### src/rtl/cache_ctrl_pkg.sv
// Shared types and constants for the cache miss-handling controller.
// Address split: index = addr[4:0], tag = addr[13:5].
package cache_ctrl_pkg;

    localparam int ADDR_W = 14;
    localparam int DATA_W = 64;
    localparam int IDX_W  = 5;
    localparam int TAG_W  = ADDR_W - IDX_W;

    typedef enum logic [2:0] {
        ST_IDLE,
        ST_COMPARE,
        ST_WRITEBACK,
        ST_ALLOCATE,
        ST_FILL,
        ST_DONE
    } state_e;

    function automatic logic [IDX_W-1:0] addr_idx(input logic [ADDR_W-1:0] addr);
        return addr[IDX_W-1:0];
    endfunction

    function automatic logic [TAG_W-1:0] addr_tag(input logic [ADDR_W-1:0] addr);
        return addr[ADDR_W-1:IDX_W];
    endfunction

endpackage

### src/rtl/cache_ctrl_if.sv
// CPU, cache and memory signal bundle around cache_ctrl.
// master = controller side, slave = CPU/cache/memory side.
interface cache_ctrl_if
    import cache_ctrl_pkg::*;
#(
    parameter int ADDR_W_P = ADDR_W,
    parameter int DATA_W_P = DATA_W,
    parameter int TAG_W_P  = TAG_W
);
    logic [ADDR_W_P-1:0] cpu_addr;
    logic [DATA_W_P-1:0] cpu_wr_data;
    logic                cpu_re;
    logic                cpu_we;
    logic [DATA_W_P-1:0] cpu_rd_data;
    logic                cpu_rdy;

    logic [ADDR_W_P-1:0] cache_addr;
    logic [DATA_W_P-1:0] cache_wr_data;
    logic                cache_wdirty;
    logic                cache_we;
    logic                cache_re;
    logic                cache_toggle;
    logic [DATA_W_P-1:0] cache_rd_data;
    logic [TAG_W_P-1:0]  cache_tag;
    logic                cache_hit;
    logic                cache_dirty;

    logic [ADDR_W_P-1:0] mem_addr;
    logic [DATA_W_P-1:0] mem_wr_data;
    logic                mem_re;
    logic                mem_we;
    logic [DATA_W_P-1:0] mem_rd_data;
    logic                mem_rdy;

    modport master (
        input  cpu_addr, cpu_wr_data, cpu_re, cpu_we,
        output cpu_rd_data, cpu_rdy,
        output cache_addr, cache_wr_data, cache_wdirty, cache_we, cache_re, cache_toggle,
        input  cache_rd_data, cache_tag, cache_hit, cache_dirty,
        output mem_addr, mem_wr_data, mem_re, mem_we,
        input  mem_rd_data, mem_rdy
    );

    modport slave (
        output cpu_addr, cpu_wr_data, cpu_re, cpu_we,
        input  cpu_rd_data, cpu_rdy,
        input  cache_addr, cache_wr_data, cache_wdirty, cache_we, cache_re, cache_toggle,
        output cache_rd_data, cache_tag, cache_hit, cache_dirty,
        input  mem_addr, mem_wr_data, mem_re, mem_we,
        output mem_rd_data, mem_rdy
    );

endinterface

### src/rtl/cache_ctrl_stats.sv
// Saturating probe hit/miss counters; present only with CACHE_CTRL_STATS_EN.
module cache_ctrl_stats (
    input  logic        clk,
    input  logic        rst,
    input  logic        hit_inc,
    input  logic        miss_inc,
    output logic [15:0] hit_cnt,
    output logic [15:0] miss_cnt
);

    always_ff @(posedge clk or posedge rst) begin
        if (rst) begin
            hit_cnt  <= '0;
            miss_cnt <= '0;
        end else begin
            if (hit_inc && hit_cnt != 16'hFFFF)
                hit_cnt <= hit_cnt + 16'd1;
            if (miss_inc && miss_cnt != 16'hFFFF)
                miss_cnt <= miss_cnt + 16'd1;
        end
    end

endmodule

### src/rtl/cache_ctrl.sv
// Miss-handling controller in front of a 2-way write-back data cache.
// Optional CACHE_CTRL_STATS_EN adds hit_cnt/miss_cnt outputs.
//
// state        | meaning
// -------------+---------------------------------------------------
// ST_IDLE      | wait for cpu_re/cpu_we, latch request
// ST_COMPARE   | probe cache, decide hit / clean miss / dirty miss
// ST_WRITEBACK | write dirty victim to memory until mem_rdy
// ST_ALLOCATE  | read missing line from memory until mem_rdy
// ST_FILL      | single cache write (hit-write or miss fill)
// ST_DONE      | cpu_rdy pulse, then back to idle
module cache_ctrl
    import cache_ctrl_pkg::*;
#(
    parameter int ADDR_W = cache_ctrl_pkg::ADDR_W,
    parameter int DATA_W = cache_ctrl_pkg::DATA_W,
    parameter int TAG_W  = cache_ctrl_pkg::TAG_W
) (
    input  logic        clk,
    input  logic        rst,
    cache_ctrl_if.master bus
`ifdef CACHE_CTRL_STATS_EN
    ,
    output logic [15:0] hit_cnt,
    output logic [15:0] miss_cnt
`endif
);

    state_e state_q, state_d;

    logic [ADDR_W-1:0] req_addr;
    logic [DATA_W-1:0] req_data;
    logic              req_we;
    logic              miss_q;
    logic [DATA_W-1:0] rd_data_q;
    logic [ADDR_W-1:0] vic_addr;
    logic [DATA_W-1:0] vic_data;
    logic [TAG_W-1:0]  vic_tag;

    assign vic_tag = bus.cache_tag;

    always_ff @(posedge clk or posedge rst) begin
        if (rst) state_q <= ST_IDLE;
        else     state_q <= state_d;
    end

    always_comb begin
        state_d = state_q;
        case (state_q)
            ST_IDLE:      if (bus.cpu_re || bus.cpu_we) state_d = ST_COMPARE;
            ST_COMPARE: begin
                if (bus.cache_hit)        state_d = req_we ? ST_FILL : ST_DONE;
                else if (bus.cache_dirty) state_d = ST_WRITEBACK;
                else                      state_d = ST_ALLOCATE;
            end
            ST_WRITEBACK: if (bus.mem_rdy) state_d = ST_ALLOCATE;
            ST_ALLOCATE:  if (bus.mem_rdy) state_d = ST_FILL;
            ST_FILL:      state_d = ST_DONE;
            ST_DONE:      state_d = ST_IDLE;
            default:      state_d = ST_IDLE;
        endcase
    end

    // rd_data_q doubles as cpu_rd_data, so writes leave the last read value in place
    always_ff @(posedge clk or posedge rst) begin
        if (rst) begin
            req_addr  <= '0;
            req_data  <= '0;
            req_we    <= 1'b0;
            miss_q    <= 1'b0;
            rd_data_q <= '0;
            vic_addr  <= '0;
            vic_data  <= '0;
        end else begin
            case (state_q)
                ST_IDLE: begin
                    if (bus.cpu_re || bus.cpu_we) begin
                        req_addr <= bus.cpu_addr;
                        req_data <= bus.cpu_wr_data;
                        req_we   <= bus.cpu_we;
                        miss_q   <= 1'b0;
                    end
                end
                ST_COMPARE: begin
                    if (bus.cache_hit) begin
                        if (!req_we) rd_data_q <= bus.cache_rd_data;
                    end else begin
                        miss_q <= 1'b1;
                        if (bus.cache_dirty) begin
                            vic_addr <= {vic_tag, addr_idx(req_addr)};
                            vic_data <= bus.cache_rd_data;
                        end
                    end
                end
                ST_ALLOCATE: begin
                    if (bus.mem_rdy && !req_we) rd_data_q <= bus.mem_rd_data;
                end
                default: ;
            endcase
        end
    end

    assign bus.cpu_rd_data   = rd_data_q;
    assign bus.cpu_rdy       = (state_q == ST_DONE);
    assign bus.cache_addr    = req_addr;
    assign bus.cache_wr_data = req_we ? req_data : rd_data_q;
    assign bus.cache_we      = (state_q == ST_FILL);
    assign bus.cache_wdirty  = (state_q == ST_FILL) && req_we;
    assign bus.cache_toggle  = (state_q == ST_FILL) && miss_q;
    assign bus.cache_re      = (state_q == ST_COMPARE);
    assign bus.mem_addr      = (state_q == ST_WRITEBACK) ? vic_addr : req_addr;
    assign bus.mem_wr_data   = vic_data;
    assign bus.mem_we        = (state_q == ST_WRITEBACK);
    assign bus.mem_re        = (state_q == ST_ALLOCATE);

`ifdef CACHE_CTRL_STATS_EN
    cache_ctrl_stats u_stats (
        .clk      (clk),
        .rst      (rst),
        .hit_inc  ((state_q == ST_COMPARE) && bus.cache_hit),
        .miss_inc ((state_q == ST_COMPARE) && !bus.cache_hit),
        .hit_cnt  (hit_cnt),
        .miss_cnt (miss_cnt)
    );
`endif

endmodule

### src/flat_wrapper.sv
// flat-port wrapper written by rule: the top's interface ports become plain ports
module cache_ctrl_flat import cache_ctrl_pkg::*;
#(
    parameter int ADDR_W = cache_ctrl_pkg::ADDR_W,
    parameter int DATA_W = cache_ctrl_pkg::DATA_W,
    parameter int TAG_W  = cache_ctrl_pkg::TAG_W
)
  (clk, rst, bus_cpu_addr, bus_cpu_wr_data, bus_cpu_re, bus_cpu_we, bus_cpu_rd_data, bus_cpu_rdy, bus_cache_addr, bus_cache_wr_data, bus_cache_wdirty, bus_cache_we, bus_cache_re, bus_cache_toggle, bus_cache_rd_data, bus_cache_tag, bus_cache_hit, bus_cache_dirty, bus_mem_addr, bus_mem_wr_data, bus_mem_re, bus_mem_we, bus_mem_rd_data, bus_mem_rdy);
  cache_ctrl_if bus_i ();
  input  logic clk;
  input  logic rst;
  input wire logic [$bits(bus_i.cpu_addr)-1:0] bus_cpu_addr;
  input wire logic [$bits(bus_i.cpu_wr_data)-1:0] bus_cpu_wr_data;
  input wire logic [$bits(bus_i.cpu_re)-1:0] bus_cpu_re;
  input wire logic [$bits(bus_i.cpu_we)-1:0] bus_cpu_we;
  output wire logic [$bits(bus_i.cpu_rd_data)-1:0] bus_cpu_rd_data;
  output wire logic [$bits(bus_i.cpu_rdy)-1:0] bus_cpu_rdy;
  output wire logic [$bits(bus_i.cache_addr)-1:0] bus_cache_addr;
  output wire logic [$bits(bus_i.cache_wr_data)-1:0] bus_cache_wr_data;
  output wire logic [$bits(bus_i.cache_wdirty)-1:0] bus_cache_wdirty;
  output wire logic [$bits(bus_i.cache_we)-1:0] bus_cache_we;
  output wire logic [$bits(bus_i.cache_re)-1:0] bus_cache_re;
  output wire logic [$bits(bus_i.cache_toggle)-1:0] bus_cache_toggle;
  input wire logic [$bits(bus_i.cache_rd_data)-1:0] bus_cache_rd_data;
  input wire logic [$bits(bus_i.cache_tag)-1:0] bus_cache_tag;
  input wire logic [$bits(bus_i.cache_hit)-1:0] bus_cache_hit;
  input wire logic [$bits(bus_i.cache_dirty)-1:0] bus_cache_dirty;
  output wire logic [$bits(bus_i.mem_addr)-1:0] bus_mem_addr;
  output wire logic [$bits(bus_i.mem_wr_data)-1:0] bus_mem_wr_data;
  output wire logic [$bits(bus_i.mem_re)-1:0] bus_mem_re;
  output wire logic [$bits(bus_i.mem_we)-1:0] bus_mem_we;
  input wire logic [$bits(bus_i.mem_rd_data)-1:0] bus_mem_rd_data;
  input wire logic [$bits(bus_i.mem_rdy)-1:0] bus_mem_rdy;
  assign bus_i.cpu_addr = bus_cpu_addr;
  assign bus_i.cpu_wr_data = bus_cpu_wr_data;
  assign bus_i.cpu_re = bus_cpu_re;
  assign bus_i.cpu_we = bus_cpu_we;
  assign bus_cpu_rd_data = bus_i.cpu_rd_data;
  assign bus_cpu_rdy = bus_i.cpu_rdy;
  assign bus_cache_addr = bus_i.cache_addr;
  assign bus_cache_wr_data = bus_i.cache_wr_data;
  assign bus_cache_wdirty = bus_i.cache_wdirty;
  assign bus_cache_we = bus_i.cache_we;
  assign bus_cache_re = bus_i.cache_re;
  assign bus_cache_toggle = bus_i.cache_toggle;
  assign bus_i.cache_rd_data = bus_cache_rd_data;
  assign bus_i.cache_tag = bus_cache_tag;
  assign bus_i.cache_hit = bus_cache_hit;
  assign bus_i.cache_dirty = bus_cache_dirty;
  assign bus_mem_addr = bus_i.mem_addr;
  assign bus_mem_wr_data = bus_i.mem_wr_data;
  assign bus_mem_re = bus_i.mem_re;
  assign bus_mem_we = bus_i.mem_we;
  assign bus_i.mem_rd_data = bus_mem_rd_data;
  assign bus_i.mem_rdy = bus_mem_rdy;
  cache_ctrl #(.ADDR_W(ADDR_W), .DATA_W(DATA_W), .TAG_W(TAG_W)) u_core (.clk(clk), .rst(rst), .bus(bus_i));
endmodule
### config.mk
export PLATFORM = sky130hd
export DESIGN_NAME = cache_ctrl_flat
export DESIGN_NICKNAME = d
export VERILOG_FILES = /design/src/rtl/cache_ctrl_pkg.sv /design/src/rtl/cache_ctrl_if.sv /design/src/rtl/cache_ctrl_stats.sv /design/src/rtl/cache_ctrl.sv /design/src/flat_wrapper.sv
export SDC_FILE = /design/constraint.sdc
export NUM_CORES = 1
export LEC_CHECK = 0
export ABC_AREA = 1
export CORE_MARGIN = 10
export CORE_UTILIZATION = 30
export CTS_CLUSTER_DIAMETER = 40
export CTS_CLUSTER_SIZE = 30
export DETAILED_ROUTE_END_ITERATION = 8
export PLACE_DENSITY = 0.64
export RECOVER_POWER = 25
export SYNTH_ARGS = -nofsm -noshare
export SYNTH_HDL_FRONTEND = slang
export SYNTH_HIERARCHICAL = 1
export SYNTH_SLANG_ARGS = --single-unit
### constraint.sdc
create_clock -name clk -period 12.4 [get_ports clk]
set_input_delay 2.48 -clock clk [delete_from_list [all_inputs] [get_ports clk]]
set_output_delay 2.48 -clock clk [all_outputs]
set_load 0.005 [all_outputs]
Word level (Yosys, flattened, before mapping). Cells that the tools add are included.

Register bits after elaboration: 225. Logic and storage cells: 50. Output and inout bits: 227. Input bits: 222.

Bitwise logic cells: 1. Muxes and demuxes: 16. Equality and inequality tests: 12. Reductions and logical operators: 13.

Operators by type and width (count): two-way mux 64 bit (4); case mux 64 bit (2 select lines) (1); case mux 3 bit (5 select lines) (1); two-way mux 14 bit (1); two-way mux 3 bit (4); inequality test 2 x 1 -> 1 bit, second input constant (5); AND reduction 3 bit (3); == test 3 x 2 -> 1 bit, second input constant (2); == test 3 bit, second input constant (2); two-way mux 1 bit (4); inequality test 2 bit, second input constant (2); AND reduction 4 bit (1); nonzero test 2 bit (2); == test 3 x 1 -> 1 bit, second input constant (1); logical AND 1 bit (3); logical NOT 3 bit (1); case mux 1 bit (2 select lines) (1); AND reduction 2 bit (1); logical NOT 1 bit (1); logical OR 1 bit (1); inverter 1 bit (1).

Logic depth before layout (Yosys ltp). Gate-level depths: netlist (run 1).

Depth after elaboration: 4. Depth in mapped cells: 9. Mapped depth without buffers: 7.

Worst setup path before layout (run 1). Ideal clock, no wire load.

Path kind: register to output. Start: reg u_core.state_q[0]. End: out bus_mem_addr[10]. Arrival: 1192 ps. Cell stages (with the launch flop): 6. Path buffers: 2. Slack: 8728 ps. Data required time: 9920 ps. Cell sequence: dfrtp_1 buf_4 nor3_4 inv_2 buf_2 o21ai_1.

Word-level cells in the longest chain between the ends: 2.

Ends and longest elaborated chain: from (decl) (RTL line cache_ctrl.sv:29) `state_e state_q, state_d;`; from (signal assigned) (RTL line cache_ctrl.sv:44) `else state_q <= state_d;`; == test 3 x 2 -> 1 bit (RTL line cache_ctrl.sv:111) `assign bus.mem_addr = (state_q == ST_WRITEBACK) ? vic_addr : req_addr;`; two-way mux 14 bit (RTL line cache_ctrl.sv:111); to (decl) (RTL line flat_wrapper.sv:28) `output wire logic [$bits(bus_i.mem_addr)-1:0] bus_mem_addr;`.

No other way between the ends.

==> results.md, run 1 <==
* Filler cells at approximately 3500
* HPWL after DPL at 30700 microns
* Detail Route Antenna Nets at 0
* Die X at 210 microns
* Minimum hold slack at 0.462 ns
* Synth Area per Inst at 7.50 sq um
* H-tree depth at 2
* VDD IR-drop max at 0.166 mV
* Slew @ Worst Pin at 4.51 ns
* Reg power frac at 28.2%
* Vias at 11000
* Sw Share at around 38%
* Post-synthesis sequential area ratio at 52.2%
* Hold/Removal Path Class: flop to flop
* Power density cells at 276 nW/um^2
* Setup_tns at 0 ns
* Post-synthesis simple-gate area fraction at 39.6%
* Overall die height at about 210 microns
* Final min period at 6.23 ns
* Largest family of logic cells by synthesized area: simple AND/OR/NAND/NOR gates
* CTS tree: yes
* WHS Path Cells at 2
* Clock Latency Late Sink at between 0.5 and 0.6 ns
* I/O pins at 449
* Crit path kind: input port to asynchronous set/reset pin
* Tcrit/Tclk final at 50.2%
* Vias in the first global route at 11100
* CTS Sinks at 225
* Post-Syn Instances at 1439
* Initial Utilization at roughly 30%
* Pre-antenna DRT Iters at 5
* Worst-path clk slew at 0.05 ns
* Max Clk Rate at 0.161 GHz
* Via density at 4.65
* Total Routed Length at around 45000 microns
* Failing checks: max-capacitance violations, max-slew violations
* Tot GR Track Use at approximately 20%
* Overflow after GRT at 0
* Post-place instance area at around 15000 sq um
* Adder-cell share of the synthesized area at 0%
* Comb power frac at between 40 and 50%
* Distinct cells, synth at 23
* Hold Buf Count CTS at 0
* Unrepaired setup endpoints after global routing: false
* Compound-Gate Fraction of Synth Area at 1.59%
* Required @ worst endpoint at roughly 13 ns
* Max clock buf depth at 3
* Global-route wire length before repair at 68800 microns
* Switch Pwr at 1.76 mW
* Die area at between 40000 and 50000 sq um
* Commonest non-fill, non-tap cell in the layout: nand2_1
* Total setup buffers inserted after CTS at 0
* Number of buffers created by CTS at 47
* Main synth FF type: dfrtp_1
* Slew Limit Fails at 216
* IO Port Bufs at 448
* Internal power at 2.90 mW
* Core Region at 35500 sq um
* Row count at 69
* CTS root buf: clkbuf_16
* Post-Place Cells at 2268
* Fin. Hold Viols at 0
* # nets final at 2078
* Initial antenna violation count at 1
* ANT cells at 0
* Leak at 8.46 nW
* Wire length per cell at 19.1 microns
* Mux cell area share after synthesis at 0%
* Synthesized area at approximately 11000 sq um
* CP Launch Type: input port
* Relative slew margins at -202%
* Yosys Warn Count at 6
* Non-filler cells, final at 2354
* Outcome: complete, but fails checks
* Clock Skew at 0.0139 ns
* Post-synthesis net count at 1661
* Xor/xnor cell area share of the yosys netlist at 0%
* Initial DRC Count at 746
* Placer Congestion at roughly 0.84
* Area Overhead vs Synth at 56.6%
* Finished Cell Area at 16900 sq um
* CP arrival at 6.76 ns
* Largest net degree at the start of global routing at 92
* Clock network power share at 26.5%
* CTS resizes at 0
* Critical Path Sink Type: asynchronous set/reset pin
* Worst reg2reg path depth at 6
* Post-synth EDFFs at 0
* Most frequent cells in the layout: nand2_1 (909), clkdlybuf4s50_1 (440), dfrtp_1 (224), nand3_1 (123), clkbuf_16 (49)
* Maximum fanout along the worst path at roughly 90
* Share of cells above drive strength 1 at 5.97%
* # setup viols final at 0
* Post-synth ARST share at 100%
* Max Cap Viol at 3
* DRC violations left at 0
* Synth Register Bits at 225
-- power groups by stage --
stage	combinational, mW	sequential, mW	clock, mW
finish	2.11	1.32	1.24
global route	2.33	1.36	1.30
CTS	2.15	1.32	1.26
detailed placement	2.14	1.32	0
global placement	2.11	1.31	0
floorplan	0.975	1.29	0
-- stage by stage --
stage | worst slack (ns) | util (%) | power (mW)
after CTS | 7.08 | 47.7 | 4.73
after global placement | 6.80 | 43.3 | 3.42
after floorplan | 3.76 | - | 2.26
final | 6.17 | 47.6 | 4.66
after detailed placement | 6.71 | 43.3 | 3.45
after global routing | 5.56 | 47.6 | 4.99
-- logic make-up (layout without fill, tap and decap cells) --
group | after synthesis | in the layout
compound gates | 32 | 32
buf+inv | 116 | 570
simple gates | 1066 | 1066
flops | 225 | 225
-- worst max-delay path: stages --
cell           delay [ns]
dlygate4sd3_1        0.55
clkinvlp_2           2.51
buf_4                1.10
-- registers in the layout, summed over array words and instances, names as in the netlist --
| name | cells |
|---|---|
| u_core/vic_addr | 14 |
| u_core/req_data | 64 |
| u_core/miss_q | 1 |
| u_core/bus.mem_wr_data | 64 |
| u_core/req_we | 1 |
| u_core/bus.cpu_rd_data | 64 |
| u_core/bus.cache_addr | 14 |
| u_core/state_q | 3 |
-- path summary, 6_finish.rpt --
kind | startpoint | slack (ns) | to
worst min-delay path | u_core/bus.mem_wr_data[37]$_DFFE_PP0P_ | 0.46 | u_core/bus.mem_wr_data[37]$_DFFE_PP0P_
max in group clk | bus_cache_hit | 6.55 | u_core/vic_addr[0]$_DFFE_PP0P_
worst max register to register | u_core/state_q[2]$_DFFE_PP0P_ | 7.38 | u_core/vic_addr[0]$_DFFE_PP0P_
worst max-delay path | rst | 6.17 | u_core/bus.mem_wr_data[10]$_DFFE_PP0P_
worst min register to register | u_core/bus.mem_wr_data[37]$_DFFE_PP0P_ | 0.46 | u_core/bus.mem_wr_data[37]$_DFFE_PP0P_
min in group asynchronous | rst | 3.77 | u_core/bus.mem_wr_data[39]$_DFFE_PP0P_
-- cells in the mapped netlist, types with 11 or more instances --
master / n / share of area (%)
buf_4: 21 / 1.5
nand3_2: 12 / 1.1
nor2_1: 16 / 0.56
buf_6: 11 / 1.1
dfrtp_1: 225 / 52
nand3_1: 123 / 5.7
inv_1: 21 / 0.73
o21ai_0: 19 / 0.88
buf_2: 35 / 1.6
clkbuf_1: 16 / 0.56
nand2_1: 907 / 32
-- cell type report --
class / instances / area, sq um / area share [%]
Clock buffer: 62 / 1320 / 7.79
Clock inverter: 24 / 245 / 1.45
Inverter: 25 / 96.3 / 0.570
Multi-Input combinational cell: 1098 / 4460 / 26.4
Sequential cell: 225 / 5630 / 33.3
Tap cell: 461 / 577 / 3.42
Timing Repair Buffer: 459 / 4570 / 27.0
-- metal layers --
layer | share of wire (%) | track usage (%) | up-vias | routed length, microns
met1 | 41 | 24.2 | 5178 | 18500
met5 | 0.029 | 0 | - | 13
met4 | 2.4 | 6.57 | 2 | 1100
met3 | 8.5 | 6.07 | 70 | 3820
met2 | 48 | 32.7 | 422 | 21600
li1 | - | - | 5280 | -
(Power assumes the default switching activity.)
==> run 2: changes to the inputs <==
==> constraint.sdc (replaced) <==
create_clock -name clk -period 6 [get_ports clk]
set_input_delay 1.2 -clock clk [delete_from_list [all_inputs] [get_ports clk]]
set_output_delay 1.2 -clock clk [all_outputs]
set_load 0.005 [all_outputs]
==> run 2 against run 1 <==
Compared with the run above: largest power group unchanged; largest cell class unchanged; utilization fell by 0.36 points; final area down 0.76%; worst setup slack got worse by 4.4 ns; the flow still finishes with violations (max-capacitance violations, max-slew violations); sequential power grew 110%.
==> results.md, run 2 (synthesis gave the netlist of run 1 again) <==
* Vias in the first global route at 11000
* Final worst slack at approximately 1.8 ns
* H-tree depth at 2
* Required @ worst endpoint at ~5.7 ns
* Commonest non-fill, non-tap cell in the layout: nand2_1
* Die X at 210 microns
* Hold/Removal Path Class: flop to flop
* CP Launch Type: input port
* Max Cap Viol at 2
* CP max stage delay at just over 2 ns
* Wire length per cell at 19.0 microns
* CP arrival at 3.95 ns
* Unrepaired setup endpoints after global routing: false
* Slew Limit Fails at approximately 230
* CTS tree: yes
* Share of cells above drive strength 1 at 5.64%
* Tcrit/Tclk final at 70.3%
* Maximum fanout along the worst path at 113
* Max Clk Rate at 0.237 GHz
* CTS resizes at 0
* Total Routed Length at 44700 microns
* DRC violations left at 0
* Hold Buf Count CTS at 0
* Pre-antenna DRT Iters at 5
* Failing checks: max-capacitance violations, max-slew violations
* Fin. Hold Viols at 0
* Clock Skew at 0.0116 ns
* Core Region at 35500 sq um
* Dpl ws at 1.77 ns
* Via density at between 4 and 5
* Power density cells at 564 nW/um^2
* Slew @ Worst Pin at 2.99 ns
* Setup_tns at 0 ns
* Overflow after GRT at 0
* Max clock buf depth at 3
* Tot GR Track Use at 19.6%
* Total setup buffers inserted after CTS at 0
* Total Power at 9.45 mW
* Placer Congestion at 0.838
* CTS root buf: clkbuf_16
* HPWL after DPL at roughly 30000 microns
* # setup viols final at 0
* Detail Route Antenna Nets at 0
* IO Port Bufs at around 450
* Filler cells at 3491
* Clock Latency Late Sink at 0.53 ns
* Global-route wire length before repair at 68000 microns
* CP max stage cell: clkbuf_2
* Number of buffers created by CTS at 43
* Initial DRC Count at 650
* Critical Path Sink Type: asynchronous set/reset pin
* Final min period at 4.22 ns
* I/O pins at 449
* Worst-path clk slew at 0.04 ns
* Most frequent cells in the layout: nand2_1 (907), clkdlybuf4s50_1 (447), dfrtp_1 (224), nand3_1 (123), clkbuf_16 (43)
* Crit path cell chain: dlygate4sd3_1 > clkinvlp_2 > clkbuf_2
* Row count at 69
* Crit path kind: input port to asynchronous set/reset pin
* Die area at about 44000 sq um
* Largest net degree at the start of global routing at 114
* Leak at 8.40 nW
* Outcome: complete, but fails checks
* Overall die height at ~210 microns
* Vias at approximately 11000
* VDD IR-drop max at about 0.36 mV
* # nets final at around 2100
* CTS Sinks at 225
* Relative slew margins at -99.4%
* Initial Utilization at slightly above 30%
* Initial antenna violation count at 3
* Area Overhead vs Synth at 55.4%
[run 2: layer usage]
layer / part of all wire [%] / vias to the layer above / track usage [%]
li1: - / 5266 / -
met1: 40 / 5143 / 23.5
met2: 48 / 449 / 32.9
met3: 8.2 / 79 / 5.58
met4: 3.0 / 0 / 6.85
met5: 0 / - / 0
[run 2: final timing paths]
path / start / endpoint / slack, ns / depth (start not counted)
worst min register to register: u_core/bus.mem_wr_data[61]$_DFFE_PP0P_ / u_core/bus.mem_wr_data[61]$_DFFE_PP0P_ / 0.46 / 2
worst max-delay path: rst / u_core/req_we$_DFFE_PP0P_ / 1.78 / 3
worst min-delay path: u_core/bus.mem_wr_data[61]$_DFFE_PP0P_ / u_core/bus.mem_wr_data[61]$_DFFE_PP0P_ / 0.46 / 2
min in group asynchronous: rst / u_core/req_data[6]$_DFFE_PP0P_ / 2.23 / 3
max in group clk: u_core/state_q[1]$_DFFE_PP0P_ / bus_mem_addr[11] / 2.05 / 5
worst max register to register: u_core/state_q[0]$_DFFE_PP0P_ / u_core/req_data[48]$_DFFE_PP0P_ / 2.86 / 6
[run 2: where the power goes]
group | internal [mW] | leakage [nW] | switching [mW]
logic | 2.08 | 4.91 | 2.27
registers | 2.24 | 2.80 | 0.474
clock network | 1.59 | 0.697 | 0.795
total | 5.91 | 8.40 | 3.54
[run 2: critical path, delay by kind of cell]
family   cells  cell delay (ns)
buf+inv      3             2.69
[run 2: through the flow]
stage                     hold slack, ns  std cells  util (%)  area [sq um]
after floorplan                    0.442       1439         -         10800
after global placement             0.452       2267      43.3         15400
after detailed placement           0.457       2267      43.3         15400
after CTS                          0.469       2342      47.3         16800
after global routing               0.477       2344      47.2         16800
final                              0.465       2345      47.2         16800
[run 2: layout make-up]
cell class,instances,area (sq um),area share [%]
well taps,461,577,3.44
clock buffers,51,1130,6.72
clock inverters,24,297,1.77
repair buffers,458,4550,27.2
multi-input cells,1098,4470,26.7
inverters,25,96.3,0.575
flip-flops and latches,225,5630,33.6
diodes,3,7.51,0.0448
==> run 3: changes to the inputs <==
==> constraint.sdc (replaced) <==
create_clock -name clk -period 4.33 [get_ports clk]
set_input_delay 0.866 -clock clk [delete_from_list [all_inputs] [get_ports clk]]
set_output_delay 0.866 -clock clk [all_outputs]
set_load 0.005 [all_outputs]
==> run 3 against run 2 <==
Compared with the run above: the run still ends with max-capacitance violations, max-slew violations left; first-iteration DRC count is 9.4% higher; final area up 1.4%; critical endpoint is now bus_mem_addr[10]; utilization up 0.65 points; non-clock buffer count up 7; worst hold slack gained 0.0039 ns; combinational power rose by 40%; sequential power grew 39%; count of clock-buffer cells in the layout up 2; total power up 42%; sequential share of layout area down 0.45 points; register-to-register slack worse by 1.1 ns; worst setup slack got worse by 0.95 ns; largest power group unchanged.
==> results.md, run 3 (synthesis gave the netlist of run 1 again) <==
* Non-filler cells, final at around 2400
* Post-Place Cells at roughly 2300
* CP arrival at 2.64 ns
* Hold Buf Count CTS at 0
* Vias at 10900
* Failing checks: max-capacitance violations, max-slew violations
* Max Clk Rate at 0.286 GHz
* Total setup buffers inserted after CTS at 0
* Clock Skew at 0.00962 ns
* CP Launch Type: flop
* Final min period at ~3.5 ns
* Crit path kind: flop to output pin
* Critical Path Sink Type: output pin
* Fin. Hold Viols at 0
* Initial Utilization at 30.4%
* Slew Limit Fails at 40
* Filler cells at 3435
* CP startpoint: u_core/state_q[1]$_DFFE_PP0P_
* Pre-antenna DRT Iters at 5
* Die X at 210 microns
* Total Power at 13.5 mW
* CTS root buf: clkbuf_16
* CTS Sinks at 225
* IO Port Bufs at 448
* DRC violations left at 0
* Max clock buf depth at 3
* Overall die height at 210 microns
* Wire length per cell at 19.5 microns
* Area Overhead vs Synth at 57.5%
* Vias in the first global route at 11100
* Tcrit/Tclk final at 80.9%
* VDD IR-drop max at 0.425 mV
* # setup viols final at 0
* Share of cells above drive strength 1 at 6.34%
* Hold/Removal Path Class: flop to flop
* Outcome: complete, but fails checks
* CTS resizes at 0
* Most frequent cells in the layout: nand2_1 (907), clkdlybuf4s50_1 (446), dfrtp_1 (224), nand3_1 (123), clkbuf_16 (45)
* H-tree depth at 2
* Leak at 8.52 nW
* Setup_tns at 0 ns
* Clock Latency Late Sink at 0.54 ns
* Finished Cell Area at 17000 sq um
* Register Area at around 5600 sq um
* HPWL after DPL at about 32000 microns
* Detail Route Antenna Nets at 0
* Worst-path clk slew at 0.05 ns
* CTS tree: yes
* Crit path cell chain: inv_1 > nor3_4 > inv_2 > o21ai_1 > clkdlybuf4s50_1
* Placer Congestion at 0.839
* Post-place instance area at 15400 sq um
* Required @ worst endpoint at 3.46 ns
* I/O pins at around 450
* Maximum fanout along the worst path at 17
* Row count at 69
* Total Routed Length at around 46000 microns
* Power density cells at 792 nW/um^2
* Initial antenna violation count at 3
* Slew @ Worst Pin at roughly 2.0 ns
* CP max stage cell: nor3_4
* Global-route wire length before repair at 69900 microns
* Number of buffers created by CTS at 44
* Die area at 43900 sq um
* Core Region at 35500 sq um
* CP max stage delay at 0.53 ns
* Worst path top cell family by delay: buffers and inverters
* FF-to-FF Start: u_core/state_q[0]$_DFFE_PP0P_
* Max Cap Viol at 1
* # nets final at 2081
* Unrepaired setup endpoints after global routing: false
* Final core occ at 47.9%
* Commonest non-fill, non-tap cell in the layout: nand2_1
* Overflow after GRT at 0
* Largest net degree at the start of global routing at 90
* Relative slew margins at -37.2%
* Tot GR Track Use at between 20% and 30%
* Multi-input gate area at 4470 sq um
* Crit path buf inv count at 3
* Initial DRC Count at 711
* Via density at 4.65
* Hold Crit Start: u_core/bus.mem_wr_data[20]$_DFFE_PP0P_
## run 3: cell count changes in the layout (fill, tap and decap cells not counted), moves of 2 or more
cell,delta
clkbuf_16,+2
clkbuf_8,+5
inv_6,+4
buf_12,+3
buf_4,+2
clkinv_2,-5
diode_2,-2
inv_8,+3
clkbuf_1,-2
## run 3: where the power goes
part           internal [mW]  switching, mW  total [mW]
Combinational           2.89           3.17        6.07
Sequential              3.10          0.681        3.78
Clock                   2.40           1.21        3.60
Total                   8.40           5.06        13.5
## run 3: path summary, 6_finish.rpt
check | slack, ns | cells after the start | endpoint
min | 0.47 | 2 | u_core/bus.mem_wr_data[20]$_DFFE_PP0P_
max reg2reg | 1.75 | 7 | u_core/bus.cpu_rd_data[36]$_DFFE_PP0P_
min reg2reg | 0.47 | 2 | u_core/bus.mem_wr_data[20]$_DFFE_PP0P_
min in group asynchronous | 1.33 | 2 | u_core/req_data[6]$_DFFE_PP0P_
max in group asynchronous | 0.84 | 3 | u_core/req_data[50]$_DFFE_PP0P_
max | 0.83 | 5 | bus_mem_addr[10]
## run 3: layout make-up
| type | instances | area share [%] |
|---|---|---|
| Sequential cell | 225 | 33.1 |
| Timing Repair Buffer | 465 | 27.3 |
| Multi-Input combinational cell | 1098 | 26.3 |
| Clock buffer | 53 | 7.22 |
| Tap cell | 461 | 3.39 |
| Clock inverter | 27 | 2.05 |
| Inverter | 25 | 0.567 |
| Antenna cell | 1 | 0.0147 |
## run 3: metal layers
metal	track usage, %	wire [microns]	share of wire [%]
met1	24.0	18300	40
met2	33.5	22300	48
met3	6.47	4010	8.7
met4	7.24	1310	2.9
met5	0	23	0.050
## run 3: tightest hold or removal path, delay by kind of cell (launching register included)
kind | cells | cell delay [ns]
flops | 1 | 0.34
simple gates | 2 | 0.10
## run 3: through the flow
step | hold slack (ns) | setup WS [ns]
after floorplan | 0.442 | 0.526
after global placement | 0.453 | 1.28
after detailed placement | 0.460 | 1.24
after CTS | 0.471 | 0.801
after global routing | 0.488 | 0.344
final | 0.469 | 0.829
